$ cat src/rtl/alert_queue.sv
// Alert FIFO: captures validated instruction pulses, suppresses repeats inside a
// hold-off window, stamps sequence numbers and drains over a valid/ready handshake.
module alert_queue #(
  parameter int unsigned DEPTH   = 8,
  parameter int unsigned AW      = 3,
  parameter int unsigned HOLDOFF = 16,
  parameter int unsigned SEQ_W   = 12
) (
  input  logic             clk,
  input  logic             RST_n,
  input  logic             in_valid,
  input  logic [63:0]      in_ins,
  input  logic [15:0]      in_check,
  input  logic             alert_ready,
  input  logic             clr_ovf,
  output logic             alert_valid,
  output logic [63:0]      alert_ins,
  output logic [15:0]      alert_check,
  output logic [SEQ_W-1:0] alert_seq,
  output logic [AW:0]      level,
  output logic             ovf,
  output logic [7:0]       drop_cnt
);

  localparam int unsigned HW = $clog2(HOLDOFF + 1);
  localparam logic [HW-1:0] HoldReload = HW'(HOLDOFF);
  localparam logic [AW:0]   LevelFull  = (AW + 1)'(DEPTH);

  logic [63:0]      ins_mem_q [DEPTH];
  logic [15:0]      chk_mem_q [DEPTH];
  logic [SEQ_W-1:0] seq_mem_q [DEPTH];

  logic [AW-1:0]    wr_ptr_q, wr_ptr_d;
  logic [AW-1:0]    rd_ptr_q, rd_ptr_d;
  logic [AW:0]      level_q, level_d;
  logic [SEQ_W-1:0] seq_q, seq_d;
  logic [63:0]      last_ins_q, last_ins_d;
  logic             last_vld_q, last_vld_d;
  logic [HW-1:0]    hold_cnt_q, hold_cnt_d;
  logic             ovf_q, ovf_d;
  logic [7:0]       drop_cnt_q, drop_cnt_d;

  logic pop, is_data, is_dup, is_ovf, do_wr;

  always_comb begin
    pop     = (level_q != '0) && alert_ready;
    is_data = in_valid && (in_ins != 64'd0);
    is_dup  = is_data && last_vld_q && (in_ins == last_ins_q) && (hold_cnt_q != '0);
    // A pop in the same cycle frees a slot, so a full FIFO only overflows without one.
    is_ovf  = is_data && !is_dup && (level_q == LevelFull) && !pop;
    do_wr   = is_data && !is_dup && !is_ovf;
  end

  always_comb begin
    wr_ptr_d   = wr_ptr_q;
    rd_ptr_d   = rd_ptr_q;
    level_d    = level_q;
    seq_d      = seq_q;
    last_ins_d = last_ins_q;
    last_vld_d = last_vld_q;
    hold_cnt_d = hold_cnt_q;
    ovf_d      = ovf_q;
    drop_cnt_d = drop_cnt_q;

    if (do_wr) begin
      wr_ptr_d   = wr_ptr_q + 1'b1;
      seq_d      = seq_q + 1'b1;
      last_ins_d = in_ins;
      last_vld_d = 1'b1;
    end
    if (pop) begin
      rd_ptr_d = rd_ptr_q + 1'b1;
    end

    unique case ({do_wr, pop})
      2'b10:   level_d = level_q + 1'b1;
      2'b01:   level_d = level_q - 1'b1;
      default: level_d = level_q;
    endcase

    if (do_wr || is_dup) begin
      hold_cnt_d = HoldReload;
    end else if (hold_cnt_q != '0) begin
      hold_cnt_d = hold_cnt_q - 1'b1;
    end

    if ((is_dup || is_ovf) && (drop_cnt_q != 8'hFF)) begin
      drop_cnt_d = drop_cnt_q + 1'b1;
    end

    // Set beats clear when both happen in one cycle.
    if (is_ovf) begin
      ovf_d = 1'b1;
    end else if (clr_ovf) begin
      ovf_d = 1'b0;
    end
  end

  always_ff @(posedge clk or negedge RST_n) begin
    if (!RST_n) begin
      wr_ptr_q   <= '0;
      rd_ptr_q   <= '0;
      level_q    <= '0;
      seq_q      <= '0;
      last_ins_q <= '0;
      last_vld_q <= 1'b0;
      hold_cnt_q <= '0;
      ovf_q      <= 1'b0;
      drop_cnt_q <= '0;
    end else begin
      wr_ptr_q   <= wr_ptr_d;
      rd_ptr_q   <= rd_ptr_d;
      level_q    <= level_d;
      seq_q      <= seq_d;
      last_ins_q <= last_ins_d;
      last_vld_q <= last_vld_d;
      hold_cnt_q <= hold_cnt_d;
      ovf_q      <= ovf_d;
      drop_cnt_q <= drop_cnt_d;
    end
  end

  // Storage needs no reset: outputs are masked to zero whenever the FIFO is empty.
  always_ff @(posedge clk) begin
    if (do_wr) begin
      ins_mem_q[wr_ptr_q] <= in_ins;
      chk_mem_q[wr_ptr_q] <= in_check;
      seq_mem_q[wr_ptr_q] <= seq_q;
    end
  end

  always_comb begin
    alert_valid = (level_q != '0);
    alert_ins   = alert_valid ? ins_mem_q[rd_ptr_q] : '0;
    alert_check = alert_valid ? chk_mem_q[rd_ptr_q] : '0;
    alert_seq   = alert_valid ? seq_mem_q[rd_ptr_q] : '0;
    level       = level_q;
    ovf         = ovf_q;
    drop_cnt    = drop_cnt_q;
  end

endmodule

$ cat config.mk
export PLATFORM = sky130hd
export DESIGN_NAME = alert_queue
export DESIGN_NICKNAME = d
export VERILOG_FILES = /design/src/rtl/alert_queue.sv
export SDC_FILE = /design/constraint.sdc
export NUM_CORES = 1
export LEC_CHECK = 0
export CAP_MARGIN = 5
export CELL_PAD_IN_SITES_DETAIL_PLACEMENT = 0
export CELL_PAD_IN_SITES_GLOBAL_PLACEMENT = 1
export CORE_MARGIN = 4
export CORE_UTILIZATION = 55
export DETAILED_ROUTE_END_ITERATION = 8
export HOLD_SLACK_MARGIN = 0.06
export MAX_ROUTING_LAYER = met4
export PLACE_DENSITY_LB_ADDON = 0.1
export SETUP_SLACK_MARGIN = 0.05
export SYNTH_ARGS = -nofsm -noshare
export SYNTH_HDL_FRONTEND = slang
export SYNTH_SLANG_ARGS = --single-unit
$ cat constraint.sdc
create_clock -name clk -period 33.7 [get_ports clk]
set_input_delay 8.425 -clock clk [delete_from_list [all_inputs] [get_ports clk]]
set_output_delay 8.425 -clock clk [all_outputs]
set_load 0.05 [all_outputs]
==> metrics.txt <==
run status=finished clean; Setup TNS Final=0 ns; CP delay by family, top=buffers and inverters; flip-flop cell with the highest count after synthesis=edfxtp_1; signed area change from the synthesized netlist to the final layout=17.1%; synthesized-area fraction occupied by xor and xnor cells=2.34%; Worst IR Drop VDD=0.0657 mV; placed cell areas=35800 um^2; switching component of the power=1.34 mW; synth unique cells=48; top area cells in the synthesized netlist=edfxtp_1, mux4_2, dfrtp_1; commonest non-fill, non-tap cell in the layout=edfxtp_1; vias in the first global route=17.1k; post-route fraction of the period consumed by the critical path=39.7%; setup repair after global routing missed its margin=no; Worst Tran Pin Value=1.08 ns; setup violation total in the final timing report=0; share of total power in combinational logic=37.2%; H-Tree Depth=3; final design area excluding fillers=38600 um^2; type of the setup path with the least slack=reg -> out; peak clock frequency supported by timing=0.0748 GHz; path class of the lowest-slack min-delay path=reg -> reg; simple-gate portion of the synthesized area=3.22%; sequential power share=37.9%; quantity of hold-fixing buffers added after cts=0; relative max-transition margin=27.7%; cts bufs inserted=85; main combinational cell family by area after synthesis=multiplexers; startpoint type of the worst setup path=flop; port bufs=190; switching share of power=35.8%; Top Ports=191; worst setup skew after layout=0.0340 ns; combined area of all synthesized cells=33000 um^2; ordered list of cells on the worst path=buf_4 -> buf_12 -> mux4_2 -> mux2i_1 -> nor2_1 -> clkdlybuf4s50_1; final estimated routing congestion in global placement=0.785; Initial Util=55.7%; warnings from Yosys=0; largest driver fanout on the critical path=102; internal power consumption=2.41 mW; clock network power share=25.0%; Root Buffer=clkbuf_16; Starting DRT DRC Count=1260; number of nets with antenna violations after detailed routing=0; HPWL after detailed placement=38900 um; commonest non-fill, non-tap cells in the layout=edfxtp_1, clkdlybuf4s50_1, mux4_2; post-synthesis share of cell area spent on full adders, half adders and majority gates=0.326%; PnR Total Power=3.75 mW; total power divided by cell area=97.1 nW/um^2; die area=64000 um^2; ratio of routed vias to standard cells=6.01; total core area=59200 um^2; initial antenna violation count=4; number of nets produced by synthesis=1709; Worst Setup End Kind=primary output; fraction of layout cells with a size suffix above 1=21.9%; maximum cell stage delay along the critical path=0.96 ns; number of gates resized after cts=0; share of synthesized area occupied by flip-flops and latches=74.7%; Compound-Gate Fraction of Synth Area=0.535%; die outline width=253 um; count of max-cap constraint violations=0; final count of pins violating max slew=0; Max Root-Sink Buffers=3; post-synthesis cell type with the largest combined area=edfxtp_1; remaining global-route overflow=0; count of clock tree sinks=837; FF+latch count, synth=837; Rows=89; worst slack at placement=20.24 ns; number of enable-type register cells in the synthesized netlist=736; fin crit period=13.37 ns; leakage power summed over all cells=13.1 nW; arrival time reported for the critical path endpoint=4.94 ns; worst hold-check slack=0.476 ns; Slowest cell on crit path=dfrtp_4; Clk pin slew, worst setup/hold paths=0.06 ns; Avg Inst Size Synth=20.4 um^2; DR DRC count=0; mean routed wirelength per cell=25.9 um; data required time at the worst endpoint=25.27 ns; Die Y-Extent=253 um; post-CTS setup buffer count=0; Final Hold Fails=0; CTS tree=built; Filler Cells Inserted=4026; area fraction of the dominant cell type after synthesis=67.0%; layout net count=1931; multiplexer share of the synthesized area=17.8%; insertion delay of the later-clocked pin in the worst-skew pair=0.64 ns; CP bufs+invs=3; wire length reported by the detailed router=69400 um; cell count after synthesis=1616; post-route worst setup slack=20.33 ns; routed via count=16.1k; maximum number of pins on one net before global-route repair=103; Initial DRT Pass Iterations=5; global-route wire length before repair=106000 um; proportion of register bits with asynchronous set or reset after synthesis=12.1%; All-Layer GR Usage=22.8%
logic make-up (layout without fill, tap and decap cells):
group,count (synthesis),count (layout)
XOR/XNOR,88,88
buffers and inverters,92,383
multiplexers,349,349
flip-flops,837,837
AND/OR/NAND/NOR,218,218
AO/OA/AOI/OAI,24,24
adder cells (fa/ha/maj),8,8
other,0,6
metal layers:
| metal | GRT usage [%] | wire, um | vias to the layer above |
|---|---|---|---|
| met1 | 32.2 | 30300 | 8609 |
| met5 | - | 0 | - |
| met4 | 5.20 | 1250 | 0 |
| li1 | - | - | 7000 |
| met2 | 36.0 | 34500 | 441 |
| met3 | 3.75 | 3430 | 84 |
path summary, 6_finish.rpt:
path                                               to  slack [ns]                      start  cells past startpoint
setup / recovery                        alert_ins[36]       20.33    rd_ptr_q[0]$_DFFE_PN0P_                      6
hold / removal                 last_vld_q$_DFFE_PN0P_        0.48     last_vld_q$_DFFE_PN0P_                      1
setup reg to reg           ins_mem_q[5][54]$_DFFE_PP_       28.93  hold_cnt_q[0]$_DFFE_PN0P_                     11
hold reg to reg                last_vld_q$_DFFE_PN0P_        0.48     last_vld_q$_DFFE_PN0P_                      1
max in group asynchronous     rd_ptr_q[1]$_DFFE_PN0P_       24.58                      RST_n                      2
min in group asynchronous        seq_q[4]$_DFFE_PN0P_        7.71                      RST_n                      1
state kept, by name, summed over array words and instances (netlist names):
register,count
rd_ptr_q,3
last_vld_q,1
last_ins_q,64
wr_ptr_q,3
level,4
ovf,1
seq_mem_q,96
ins_mem_q,512
chk_mem_q,128
seq_q,12
drop_cnt,8
hold_cnt_q,5
per-stage QoR:
step,utilization (%),std cells
6_report,65.2,2686
3_5_place_dp,60.5,2524
2_1_floorplan,-,1616
5_1_grt,65.2,2684
3_3_place_gp,60.5,2524
4_1_cts,65.2,2680
power groups by stage:
stage	sequential, mW	clock, mW	combinational (mW)
2_1_floorplan	1.41	0	0.999
3_3_place_gp	1.43	0	1.41
3_5_place_dp	1.44	0	1.41
4_1_cts	1.42	0.957	1.42
5_1_grt	1.44	1.00	1.48
6_report	1.42	0.938	1.39
layout make-up:
| cell class | count | area [um^2] | share of cell area [%] |
|---|---|---|---|
| clock inverters | 49 | 507 | 1.31 |
| diodes | 6 | 15.0 | 0.0389 |
| flip-flops and latches | 837 | 24600 | 63.8 |
| clock buffers | 107 | 2280 | 5.91 |
| inverters | 12 | 45.0 | 0.117 |
| repair buffers | 215 | 2100 | 5.43 |
| well taps | 773 | 967 | 2.50 |
| multi-input cells | 687 | 8080 | 20.9 |
Yosys cell counts (all sizes together) (2+ instances only):
| master | count |
|---|---|
| clkbuf | 41 |
| nor2 | 108 |
| a211oi | 7 |
| and3 | 6 |
| dfrtp | 101 |
| or2 | 3 |
| buf | 39 |
| nor3 | 9 |
| nand4 | 9 |
| o21ai | 3 |
| nand3 | 18 |
| nor3b | 2 |
| xnor2 | 15 |
| xor2 | 73 |
| or4 | 2 |
| mux2i | 97 |
| a21oi | 2 |
| nand2 | 10 |
| nor4 | 36 |
| or3 | 4 |
| ha | 7 |
| edfxtp | 736 |
| inv | 12 |
| mux4 | 184 |
| nand2b | 2 |
| mux2 | 68 |
| a21o | 3 |
worst register-to-register path, delay by kind of cell (launching register included):
family	cells	cell delay, ns
buffers and inverters	4	1.92
AOI/OAI and AO/OA	1	0.09
DFF	1	0.39
and+or+nand+nor	5	1.74
adders and majority gates	1	0.21
No activity file was read; power rests on OpenSTA's default activity.
